<file path="config.mk">
export PLATFORM = sky130hd
export DESIGN_NAME = pipe_hazard_ctrl_flat
export DESIGN_NICKNAME = d
export VERILOG_FILES = /design/src/rtl/rv32i_pkg.sv /design/src/rtl/pipe_hazard_ctrl_if.sv /design/src/rtl/sat_counter.sv /design/src/rtl/pipe_hazard_ctrl.sv /design/src/flat_wrapper.sv
export SDC_FILE = /design/constraint.sdc
export NUM_CORES = 1
export LEC_CHECK = 0
export ABC_AREA = 1
export CORE_UTILIZATION = 54
export DETAILED_ROUTE_END_ITERATION = 6
export HOLD_SLACK_MARGIN = 0.02
export PLACE_DENSITY = 0.89
export SYNTH_ARGS = -nofsm -noshare
export SYNTH_HDL_FRONTEND = slang
export SYNTH_HIERARCHICAL = 1
export SYNTH_SLANG_ARGS = --single-unit
</file>
<file path="constraint.sdc">
create_clock -name clk -period 2.8 [get_ports clk]
set_input_delay 0.56 -clock clk [delete_from_list [all_inputs] [get_ports clk]]
set_output_delay 0.56 -clock clk [all_outputs]
set_load 0.05 [all_outputs]
</file>
<file path="src/rtl/rv32i_pkg.sv">
// Shared RV32I definitions: base opcodes, hazard-controller FSM state
// encoding and the packed pipeline-control payload.
package rv32i_pkg;

  localparam int unsigned OPC_W = 7;

  // RV32I major opcodes
  localparam logic [OPC_W-1:0] OPC_RR     = 7'b0110011;
  localparam logic [OPC_W-1:0] OPC_JAL    = 7'b1101111;
  localparam logic [OPC_W-1:0] OPC_BRANCH = 7'b1100011;
  localparam logic [OPC_W-1:0] OPC_LOAD   = 7'b0000011;
  localparam logic [OPC_W-1:0] OPC_STORE  = 7'b0100011;
  localparam logic [OPC_W-1:0] OPC_IMM    = 7'b0010011;
  localparam logic [OPC_W-1:0] OPC_LUI    = 7'b0110111;
  localparam logic [OPC_W-1:0] OPC_AUIPC  = 7'b0010111;
  localparam logic [OPC_W-1:0] OPC_JALR   = 7'b1100111;

  localparam int unsigned WAIT_CNT_W = 8;

  typedef enum logic [1:0] {
    ST_RUN    = 2'd0,
    ST_MWAIT  = 2'd1,
    ST_HALTED = 2'd2
  } hz_state_e;

  // Per-cycle pipeline control word
  typedef struct packed {
    logic pc_en;
    logic if_id_en;
    logic id_ex_en;
    logic ex_mem_en;
    logic mem_wb_en;
    logic if_id_flush;
    logic id_ex_flush;
  } pipe_ctrl_t;

endpackage

</file>
<file path="src/rtl/pipe_hazard_ctrl_if.sv">
// Hazard-controller bundle: hazard/memory requests from the pipeline and
// the enables, flushes, status and perf counters returned to it.
//   master : pipeline side (drives requests, consumes controls)
//   slave  : hazard controller
interface pipe_hazard_ctrl_if #(
  parameter int unsigned CNT_W = 32
);
  logic             load_stall_rs1;
  logic             load_stall_rs2;
  logic             ex_redirect;
  logic             imem_ready;
  logic             dmem_req;
  logic             dmem_ready;
  logic             halt_req;
  logic             pc_en;
  logic             if_id_en;
  logic             id_ex_en;
  logic             ex_mem_en;
  logic             mem_wb_en;
  logic             if_id_flush;
  logic             id_ex_flush;
  logic             halted;
  logic             bus_err;
  logic [CNT_W-1:0] stall_cnt;
  logic [CNT_W-1:0] flush_cnt;

  modport master (
    output load_stall_rs1, load_stall_rs2, ex_redirect, imem_ready,
           dmem_req, dmem_ready, halt_req,
    input  pc_en, if_id_en, id_ex_en, ex_mem_en, mem_wb_en,
           if_id_flush, id_ex_flush, halted, bus_err, stall_cnt, flush_cnt
  );

  modport slave (
    input  load_stall_rs1, load_stall_rs2, ex_redirect, imem_ready,
           dmem_req, dmem_ready, halt_req,
    output pc_en, if_id_en, id_ex_en, ex_mem_en, mem_wb_en,
           if_id_flush, id_ex_flush, halted, bus_err, stall_cnt, flush_cnt
  );
endinterface

</file>
<file path="src/rtl/sat_counter.sv">
// Saturating up-counter with synchronous clear.
//   clk    : clock, rising edge
//   clr_i  : synchronous clear (wins over inc_i)
//   inc_i  : count one event this cycle
//   cnt_o  : current count, sticks at all-ones
module sat_counter #(
  parameter int unsigned CNT_W = 32
) (
  input  logic             clk,
  input  logic             clr_i,
  input  logic             inc_i,
  output logic [CNT_W-1:0] cnt_o
);

  logic [CNT_W-1:0] cnt_q;

  always_ff @(posedge clk) begin
    if (clr_i) begin
      cnt_q <= '0;
    end else if (inc_i && (cnt_q != {CNT_W{1'b1}})) begin
      cnt_q <= cnt_q + CNT_W'(1);
    end
  end

  assign cnt_o = cnt_q;

endmodule

</file>
<file path="src/rtl/pipe_hazard_ctrl.sv">
// Stall/flush sequencer for the 5-stage RV32I pipeline. Merges load-use,
// redirect, fetch-miss and data-memory-wait conditions into PC/stage enables
// and flushes; tracks dmem wait timeout and halt; counts stalls and flushes.
//   clk  : clock, rising edge
//   rst  : synchronous active-high reset
//   bus  : pipe_hazard_ctrl_if slave (requests in, enables/flushes/status out)
module pipe_hazard_ctrl
  import rv32i_pkg::*;
#(
  parameter int unsigned WAIT_MAX = 16,
  parameter int unsigned CNT_W    = 32
) (
  input  logic               clk,
  input  logic               rst,
  pipe_hazard_ctrl_if.slave  bus
);

  hz_state_e              state_q, state_d;
  logic [WAIT_CNT_W-1:0]  wait_q, wait_d;
  logic                   bus_err_q, bus_err_d;
  pipe_ctrl_t             ctrl_c;
  logic                   stall_inc_c;
  logic                   flush_inc_c;

  // State, wait counter and bus-error pulse registers
  always_ff @(posedge clk) begin
    if (rst) begin
      state_q   <= ST_RUN;
      wait_q    <= '0;
      bus_err_q <= 1'b0;
    end else begin
      state_q   <= state_d;
      wait_q    <= wait_d;
      bus_err_q <= bus_err_d;
    end
  end

  // Next-state and pipeline control decode
  always_comb begin
    state_d     = state_q;
    wait_d      = wait_q;
    bus_err_d   = 1'b0;
    ctrl_c      = '0;
    stall_inc_c = 1'b0;
    flush_inc_c = 1'b0;

    if (rst) begin
      ctrl_c.if_id_flush = 1'b1;
      ctrl_c.id_ex_flush = 1'b1;
      state_d            = ST_RUN;
      wait_d             = '0;
    end else if (state_q == ST_HALTED) begin
      // everything frozen until reset
    end else if ((state_q == ST_MWAIT) && !bus.dmem_ready) begin
      if (wait_q == WAIT_CNT_W'(WAIT_MAX)) begin
        bus_err_d = 1'b1;
        state_d   = ST_HALTED;
      end else begin
        wait_d = wait_q + WAIT_CNT_W'(1);
      end
    end else begin
      // RUN, or MWAIT completing this cycle (rule 2 cannot re-fire there)
      if (state_q != ST_RUN) begin
        state_d = ST_RUN;
        wait_d  = '0;
      end

      if (bus.halt_req) begin
        state_d = ST_HALTED;
      end else if ((state_q == ST_RUN) && bus.dmem_req && !bus.dmem_ready) begin
        state_d = ST_MWAIT;
        wait_d  = WAIT_CNT_W'(1);
      end else if (bus.ex_redirect) begin
        // wrong-path load-use requests are dropped
        ctrl_c      = '1;
        flush_inc_c = 1'b1;
      end else if (bus.load_stall_rs1 || bus.load_stall_rs2) begin
        ctrl_c.id_ex_en    = 1'b1;
        ctrl_c.id_ex_flush = 1'b1;
        ctrl_c.ex_mem_en   = 1'b1;
        ctrl_c.mem_wb_en   = 1'b1;
        stall_inc_c        = 1'b1;
      end else if (!bus.imem_ready) begin
        ctrl_c.if_id_en    = 1'b1;
        ctrl_c.if_id_flush = 1'b1;
        ctrl_c.id_ex_en    = 1'b1;
        ctrl_c.ex_mem_en   = 1'b1;
        ctrl_c.mem_wb_en   = 1'b1;
      end else begin
        ctrl_c.pc_en     = 1'b1;
        ctrl_c.if_id_en  = 1'b1;
        ctrl_c.id_ex_en  = 1'b1;
        ctrl_c.ex_mem_en = 1'b1;
        ctrl_c.mem_wb_en = 1'b1;
      end
    end
  end

  sat_counter #(.CNT_W(CNT_W)) u_stall_cnt (
    .clk   (clk),
    .clr_i (rst),
    .inc_i (stall_inc_c),
    .cnt_o (bus.stall_cnt)
  );

  sat_counter #(.CNT_W(CNT_W)) u_flush_cnt (
    .clk   (clk),
    .clr_i (rst),
    .inc_i (flush_inc_c),
    .cnt_o (bus.flush_cnt)
  );

  assign bus.pc_en       = ctrl_c.pc_en;
  assign bus.if_id_en    = ctrl_c.if_id_en;
  assign bus.id_ex_en    = ctrl_c.id_ex_en;
  assign bus.ex_mem_en   = ctrl_c.ex_mem_en;
  assign bus.mem_wb_en   = ctrl_c.mem_wb_en;
  assign bus.if_id_flush = ctrl_c.if_id_flush;
  assign bus.id_ex_flush = ctrl_c.id_ex_flush;
  // Status is masked while reset is held, before the registers clear
  assign bus.halted      = (state_q == ST_HALTED) && !rst;
  assign bus.bus_err     = bus_err_q && !rst;

endmodule

</file>
<file path="src/flat_wrapper.sv">
// flat-port wrapper written by rule: the top's interface ports become plain ports
module pipe_hazard_ctrl_flat import rv32i_pkg::*;
#(
  parameter int unsigned WAIT_MAX = 16,
  parameter int unsigned CNT_W    = 32
)
  (clk, rst, bus_load_stall_rs1, bus_load_stall_rs2, bus_ex_redirect, bus_imem_ready, bus_dmem_req, bus_dmem_ready, bus_halt_req, bus_pc_en, bus_if_id_en, bus_id_ex_en, bus_ex_mem_en, bus_mem_wb_en, bus_if_id_flush, bus_id_ex_flush, bus_halted, bus_bus_err, bus_stall_cnt, bus_flush_cnt);
  pipe_hazard_ctrl_if #(.CNT_W(CNT_W)) bus_i ();
  input  logic clk;
  input  logic rst;
  input wire logic [$bits(bus_i.load_stall_rs1)-1:0] bus_load_stall_rs1;
  input wire logic [$bits(bus_i.load_stall_rs2)-1:0] bus_load_stall_rs2;
  input wire logic [$bits(bus_i.ex_redirect)-1:0] bus_ex_redirect;
  input wire logic [$bits(bus_i.imem_ready)-1:0] bus_imem_ready;
  input wire logic [$bits(bus_i.dmem_req)-1:0] bus_dmem_req;
  input wire logic [$bits(bus_i.dmem_ready)-1:0] bus_dmem_ready;
  input wire logic [$bits(bus_i.halt_req)-1:0] bus_halt_req;
  output wire logic [$bits(bus_i.pc_en)-1:0] bus_pc_en;
  output wire logic [$bits(bus_i.if_id_en)-1:0] bus_if_id_en;
  output wire logic [$bits(bus_i.id_ex_en)-1:0] bus_id_ex_en;
  output wire logic [$bits(bus_i.ex_mem_en)-1:0] bus_ex_mem_en;
  output wire logic [$bits(bus_i.mem_wb_en)-1:0] bus_mem_wb_en;
  output wire logic [$bits(bus_i.if_id_flush)-1:0] bus_if_id_flush;
  output wire logic [$bits(bus_i.id_ex_flush)-1:0] bus_id_ex_flush;
  output wire logic [$bits(bus_i.halted)-1:0] bus_halted;
  output wire logic [$bits(bus_i.bus_err)-1:0] bus_bus_err;
  output wire logic [$bits(bus_i.stall_cnt)-1:0] bus_stall_cnt;
  output wire logic [$bits(bus_i.flush_cnt)-1:0] bus_flush_cnt;
  assign bus_i.load_stall_rs1 = bus_load_stall_rs1;
  assign bus_i.load_stall_rs2 = bus_load_stall_rs2;
  assign bus_i.ex_redirect = bus_ex_redirect;
  assign bus_i.imem_ready = bus_imem_ready;
  assign bus_i.dmem_req = bus_dmem_req;
  assign bus_i.dmem_ready = bus_dmem_ready;
  assign bus_i.halt_req = bus_halt_req;
  assign bus_pc_en = bus_i.pc_en;
  assign bus_if_id_en = bus_i.if_id_en;
  assign bus_id_ex_en = bus_i.id_ex_en;
  assign bus_ex_mem_en = bus_i.ex_mem_en;
  assign bus_mem_wb_en = bus_i.mem_wb_en;
  assign bus_if_id_flush = bus_i.if_id_flush;
  assign bus_id_ex_flush = bus_i.id_ex_flush;
  assign bus_halted = bus_i.halted;
  assign bus_bus_err = bus_i.bus_err;
  assign bus_stall_cnt = bus_i.stall_cnt;
  assign bus_flush_cnt = bus_i.flush_cnt;
  pipe_hazard_ctrl #(.WAIT_MAX(WAIT_MAX), .CNT_W(CNT_W)) u_core (.clk(clk), .rst(rst), .bus(bus_i));
endmodule
</file>
# Yosys cells after proc, flatten, opt, wreduce, memory -nomap -nowiden
# Index checks and enable logic that the tools add are counted.
# word_totals
ff_bits	75
inputBits	9
output_inout_bits	73
# classes
addsub	3
n_eq_ne	7
n_mux	35
n_bitwise	2
reduce_logical	16
# op_table
op	count
$add A32 B1 Y32 const B	2
$ne A32 B32 Y1 const B	2
$mux W8	5
$mux W7	5
$mux W1	17
$mux W2	7
$add A8 B1 Y8 const B	1
$eq A8 B5 Y1 const B	1
$logic_and A1 B1 Y1	7
$mux W5	1
$ne A2 B2 Y1 const B	2
$reduce_bool A4 Y1	1
$reduce_and A3 Y1	1
$reduce_or A3 Y1	1
$eq A2 B1 Y1 const B	1
$eq A2 B2 Y1 const B	1
$logic_not A1 Y1	2
$logic_not A2 Y1	1
$not A1 Y1	2
$reduce_and A2 Y1	1
$reduce_bool A2 Y1	1
$logic_or A1 B1 Y1	1

# Depth between registers and ports, before layout
# Gate-level depths: netlist of the first run.
# depth
depth_word	9
mapped_depth	16
depth_no_buf	15

# Cells and area by module
# The synthesis of the first run kept the hierarchy.
# modules_own_cells
module	instances	cells_each	area_each_um2	seq_area_each_um2
sat_counter at u_core.u_flush_cnt	1	324	2062.0	640.6
sat_counter at u_core.u_stall_cnt	1	314	1979.4	640.6
pipe_hazard_ctrl	1	138	835.8	220.2

# Worst setup path after synthesis of the first run
# Ideal clock, no wire load.
# synth_timing
path_kind	input to output
start	input port bus_dmem_ready
end	output port bus_pc_en
t_arrival_ps	2016
slack_ps	224
stages	5
n_path_buf	1
path_cell_list	nor2_4 buf_8 nor3_4 nand3_2 nor3_1
# synth_via
elab_chain_len	7
word_cells_on_any_way	8
# synth_rtl
item	line_no	rtl
from (decl)	flat_wrapper.sv:16	input wire logic [$bits(bus_i.dmem_ready)-1:0] bus_dmem_ready;
$logic_not A1 Y1 *	pipe_hazard_ctrl.sv:54, pipe_hazard_ctrl.sv:70	
$logic_and A1 B1 Y1	pipe_hazard_ctrl.sv:70	end else if ((state_q == ST_RUN) && bus.dmem_req && !bus.dmem_ready) begin
$mux W7	pipe_hazard_ctrl.sv:70	
$mux W7	pipe_hazard_ctrl.sv:68	if (bus.halt_req) begin
$mux W7 *	pipe_hazard_ctrl.sv:54	end else if ((state_q == ST_MWAIT) && !bus.dmem_ready) begin
$mux W7 *	pipe_hazard_ctrl.sv:52	end else if (state_q == ST_HALTED) begin
$mux W5 *	pipe_hazard_ctrl.sv:47	if (rst) begin
to (decl)	flat_wrapper.sv:18	output wire logic [$bits(bus_i.pc_en)-1:0] bus_pc_en;
# Every way passes the cells marked *; elsewhere a longest branch is shown, timed or not.

# Worst setup path in the final report of the first run
# Same ends and word-level chain as after synthesis.

==> reports/results.txt, run 1 <==
critical path data required time: 2.24 ns
clock sink count: 75
drt initial violations: 354
Worst-Skew Late Latency: 0.35 ns
final period utilization: 93.10%
CTS Buf Count: 9
Placement Cell Area: 5829 um^2
Clock Path Buffers: 2
Synth Cell Area: 4877 um^2
Final Hold Viols: 0
Syn Area/Cell: 6.285 um^2
layout cell share with drive strength beyond 1: 11.70%
worst path cell trace: clkdlybuf4s50_1, nor2_4, nor3_4, nand3_2, nor3_1, buf_12
VDD IR-drop max: 0.2832 mV
fin cells: 971
Flop pwr share: 54.4%
TritonCTS clock tree: done
CORE AREA: 8721 um^2
DIE AREA: 9416 um^2
I/O Buffers: 81
Vias/cell: 5.375
Initial Utilization: 55.93%
die width: 97.04 um
Slew Limit Fails: 0
crit path max fanout: 5
final WL: 12.30 mm
#FFs+latches synth: 75
commonest non-fill, non-tap cells in the layout: nand2_1, nor2_1, dfxtp_1, clkdlybuf4s50_1, inv_1
Setup-failing EPs final: 0
drt drc: 0
NetSw: 0.5290 mW
commonest non-fill, non-tap cell in the layout: nand2_1
largest net degree at the start of global routing: 42
kind of critical path: in2out
Clk pwr share: 36.6%
Netlist cell types: 37
vias in the first global route: 4612
via count: 5219
Ys Warns: 6
wire per inst: 12.67 um
cts hold-fix bufs: 0
gr usage total: 26.08%
Clock transition at path regs: 0.08 ns
Internal Power: 1.449 mW
outcome: completed
Final TNS setup: 0 ns
r2r setup slk: 0.59 ns
Worst-Margin Slew: 0.5468 ns
Max Cap Viol: 0
crit path DAT: 2.05 ns
utilization after layout: 68.65%
final worst setup slack: 0.1932 ns
RSZ-0062 raised after global routing: false
min Tclk post-route: 2.607 ns
crit-path max cell delay: 0.52 ns
placed cells: 956
Max Fclk: 383.6 MHz
syn_nets: 789
async set or reset register ratio after synthesis: 0%
first-pass GRT wire length: 20.60 mm
Net Sw Frac: 26.74%
CP Launch Type: input port
register area share after synthesis: 30.79%
Gate power share: 9.0%
design area: 5987 um^2
GP Congestion: 0.9763
pwr/cell area: 330.4 nW/um^2
slowest cell on the critical path: clkdlybuf4s50_1
Final #Nets: 872
Tightest Hold Check Type: reg2reg
Syn Inst Count: 776
Slew HR: 63.42%
Top Ports: 82
most common flop cell mapped by yosys: dfxtp_1
Lkg Pwr: 2.434 nW
antenna-violating nets left: 0
antenna violations before repair: 0
skew final: 0.01222 ns
DP HPWL: 8.912 mm
Crit. End Element: primary output
drt first pass iters: 5
number of diodes: 0
grt ovf: 0
setup repair bufs after CTS: 0
Post-synth EDFFs: 0
Syn-to-layout area delta: 22.76%
H-tree Lvls: 3
pre-CTS WS: 0.09449 ns
# rows: 34
root buffer cell: clkbuf_8
Die Y-Extent: 97.04 um
post-cts resize count: 0
kinds of logic (layout without fill, tap and decap cells):
logic type / count (synthesis) / in the layout / share of synthesized area (%)
fa+ha+maj: 4 / 4 / 1.026
flops: 75 / 75 / 30.79
compound gates: 67 / 67 / 7.645
buf+inv: 97 / 184 / 9.261
xor+xnor: 1 / 1 / 0.1796
simple gates: 532 / 532 / 51.10
through the flow:
| step | power (mW) | hold WS (ns) |
|---|---|---|
| floorplan | 1.210 | 0.4766 |
| CTS | 1.991 | 0.5211 |
| detailed placement | 1.278 | 0.5095 |
| finish | 1.978 | 0.5150 |
| global placement | 1.275 | 0.4925 |
| global route | 2.051 | 0.5508 |
critical path: cells and delay by family:
kind                   cells  cell delay (ns)
AND/OR/NAND/NOR            4             0.76
buffers and inverters      2             0.72
flip-flops by register name, summed over array words and instances (netlist names):
register,flops
u_core/bus_err_q,1
u_core/state_q,2
u_core/u_flush_cnt/cnt_o,32
u_core/u_stall_cnt/cnt_o,32
u_core/wait_q,8
area by class of cell:
| class | instances | area [um^2] |
|---|---|---|
| well taps | 108 | 135.1 |
| multi-input cells | 604 | 2924 |
| fillers | 740 | 2734 |
| inverters | 78 | 292.8 |
| clock inverters | 6 | 33.78 |
| flip-flops and latches | 75 | 1501 |
| repair buffers | 91 | 975.9 |
| clock buffers | 9 | 123.9 |
synth_stat cells (4+ instances only):
cell type	count	area (um^2)
nand2_1	208	780.8
nand2_2	14	87.58
o21ai_0	6	30.03
nand2_4	4	45.04
buf_2	4	20.02
nor3_1	9	45.04
nand3_2	11	110.1
nand4_1	27	168.9
a21oi_1	44	220.2
inv_1	71	266.5
dfxtp_1	75	1501
buf_6	8	90.09
ha_1	4	50.05
inv_2	5	18.77
nand3_1	59	295.3
nor2_1	168	630.6
nor2_2	9	56.30
nor2_4	10	112.6
a31oi_1	11	68.82
a21oi_2	4	35.03
power groups by stage:
stage / sequential (mW) / combinational [mW] / clock, mW
6_report: 1.08 / 0.177 / 0.725
5_1_grt: 1.08 / 0.193 / 0.780
4_1_cts: 1.08 / 0.176 / 0.738
3_5_place_dp: 1.10 / 0.176 / 0
3_3_place_gp: 1.10 / 0.174 / 0
2_1_floorplan: 1.10 / 0.105 / 0
routing by layer:
layer / routed length, um / GRT usage, %
met3: 865 / 4.335
met2: 5633 / 42.09
met5: 0 / 0
met1: 5586 / 34.50
met4: 214 / 10.68
path summary, 6_finish.rpt:
check | start | endpoint | cells after the start
worst min register to register | u_core/u_flush_cnt/cnt_o[1] | u_core/u_flush_cnt/cnt_o[1] | 2
worst max register to register | u_core/state_q[0] | u_core/u_flush_cnt/cnt_o[17] | 13
worst min-delay path | u_core/u_flush_cnt/cnt_o[1] | u_core/u_flush_cnt/cnt_o[1] | 2
worst max-delay path | bus_dmem_ready | bus_pc_en | 6
(Power assumes the default switching activity.)
==> inputs of run 2 (changes only) <==
- CORE_ASPECT_RATIO: default -> 1.25
- CTS_CLUSTER_DIAMETER: default -> 100
==> reports/results.txt, run 2 (same netlist as run 1, synthesis figures left out) <==
Top Family by Delay on Critical Path: simple AND/OR/NAND/NOR gates (unchanged)
via count: 5308 (was 5219)
Worst-Margin Slew: 0.5737 ns (was 0.5468 ns)
worst path cell trace: clkdlybuf4s50_1, nor2_4, nor3_4, nand3_2, nor3_1, buf_12 (unchanged)
CTS Buf Count: 9 (unchanged)
min Tclk post-route: 2.656 ns (was 2.607 ns)
grt ovf: 0 (unchanged)
CORE AREA: 8701 um^2 (was 8721 um^2)
Syn-to-layout area delta: 23.73% (was 22.76%)
largest net degree at the start of global routing: 42 (unchanged)
Max Fclk: 376.5 MHz (was 383.6 MHz)
Initial Utilization: 56.05% (was 55.93%)
RSZ-0062 raised after global routing: false (unchanged)
DP HPWL: 9.222 mm (was 8.912 mm)
post-cts resize count: 0 (unchanged)
Max Cap Viol: 0 (unchanged)
slowest cell on the critical path: clkdlybuf4s50_1 (unchanged)
I/O Buffers: 81 (unchanged)
CP Launch Type: input port (unchanged)
design area: 6035 um^2 (was 5987 um^2)
VDD IR-drop max: 0.2079 mV (was 0.2832 mV)
setup repair bufs after CTS: 0 (unchanged)
Placement Cell Area: 5874 um^2 (was 5829 um^2)
commonest non-fill, non-tap cells in the layout: nand2_1, nor2_1, dfxtp_1, clkdlybuf4s50_1, inv_1 (unchanged)
pwr/cell area: 329.4 nW/um^2 (was 330.4 nW/um^2)
final period utilization: 94.86% (was 93.10%)
Final Hold Viols: 0 (unchanged)
Worst-Skew Late Latency: 0.36 ns (was 0.35 ns)
die width: 87 um (was 97.04 um)
crit-path max cell delay: 0.52 ns (about the same)
Final #Nets: 876 (was 872)
outcome: completed (unchanged)
Crit. End Element: primary output (unchanged)
layout cell share with drive strength beyond 1: 11.88% (was 11.70%)
Clock Path Buffers: 2 (unchanged)
Slew Limit Fails: 0 (unchanged)
Tightest Hold Check Type: reg2reg (unchanged)
drt initial violations: 344 (was 354)
Buf/Inv on CP: 2 (unchanged)
crit path max fanout: 5 (unchanged)
final WL: 12.46 mm (was 12.30 mm)
crit path DAT: 2.10 ns (was 2.05 ns)
antenna-violating nets left: 0 (unchanged)
number of diodes: 0 (unchanged)
antenna violations before repair: 0 (unchanged)
# rows: 38 (was 34)
clock sink count: 75 (unchanged)
kind of critical path: in2out (unchanged)
first-pass GRT wire length: 20.76 mm (was 20.60 mm)
cts hold-fix bufs: 0 (unchanged)
H-tree Lvls: 3 (unchanged)
root buffer cell: clkbuf_8 (unchanged)
GP Congestion: 0.9238 (was 0.9763)
Vias/cell: 5.378 (was 5.375)
vias in the first global route: 4767 (was 4612)
Lkg Pwr: 2.453 nW (was 2.434 nW)
TritonCTS clock tree: done (unchanged)
critical path data required time: 2.24 ns (about the same)
drt first pass iters: 5 (unchanged)
Die Y-Extent: 108.3 um (was 97.04 um)
skew final: 0.006582 ns (was 0.01222 ns)
Final TNS setup: 0 ns (unchanged)
Top Ports: 82 (unchanged)
Slew HR: 61.62% (was 63.42%)
commonest non-fill, non-tap cell in the layout: nand2_1 (unchanged)
Setup-failing EPs final: 0 (unchanged)
DIE AREA: 9418 um^2 (was 9416 um^2)
Clock transition at path regs: 0.07 ns (was 0.08 ns)
gr usage total: 27.59% (was 26.08%)
drt drc: 0 (unchanged)
wire per inst: 12.62 um (was 12.67 um)
-- run 2: cell count changes in the layout (fill, tap and decap cells not counted), sizes merged --
| cell | change |
|---|---|
| buf | +4 |
| clkbuf | +3 |
| clkinv | -3 |
-- run 2: per-layer routing --
layer	wire [um]	track usage, %	up-vias	share of wire [%]
met5	0	0	-	0
met3	804	3.588	30	6.5
met1	4939	32.02	2409	40
met2	6377	49.21	207	51
li1	-	-	2662	-
met4	335	13.93	0	2.7
-- run 2: through the flow --
stage	worst slack [ns]	total power, mW	util, %	std cells	hold slack, ns
final	0.1439	1.988	69.36	987	0.5107
after global routing	0.08359	2.065	69.36	987	0.5172
after CTS	0.1886	1.999	69.36	987	0.5023
after detailed placement	0.1959	1.281	67.52	972	0.4918
after global placement	0.2334	1.277	67.52	972	0.4892
after floorplan	0.2242	1.210	-	776	0.4766
-- run 2: final timing paths --
check | slack [ns] | to | cells past startpoint | startpoint
worst min-delay path | 0.51 | u_core/u_stall_cnt/cnt_o[1] | 2 | u_core/u_stall_cnt/cnt_o[1]
worst min register to register | 0.51 | u_core/u_stall_cnt/cnt_o[1] | 2 | u_core/u_stall_cnt/cnt_o[1]
worst max-delay path | 0.14 | bus_pc_en | 6 | bus_dmem_ready
worst max register to register | 0.69 | u_core/u_stall_cnt/cnt_o[12] | 9 | u_core/u_stall_cnt/cnt_o[0]
-- run 2: where the power goes --
part | total [mW] | internal, mW | switching [mW]
clock | 0.731 | 0.337 | 0.394
sequential | 1.08 | 1.07 | 0.00591
combinational | 0.180 | 0.0691 | 0.111
total | 1.99 | 1.48 | 0.511
-- run 2: area by class of cell --
class | instances | area, um^2
Clock buffer | 12 | 145.1
Clock inverter | 3 | 15.01
Fill cell | 749 | 2666
Inverter | 78 | 292.8
Multi-Input combinational cell | 604 | 2924
Sequential cell | 75 | 1501
Tap cell | 120 | 150.1
Timing Repair Buffer | 95 | 1006
-- run 2: worst register-to-register path: cells and delay by family (launching register included) --
family,cells,cell delay (ns)
and+or+nand+nor,7,1.26
DFF,1,0.41
adders and majority gates,1,0.23
AOI/OAI and AO/OA,1,0.14
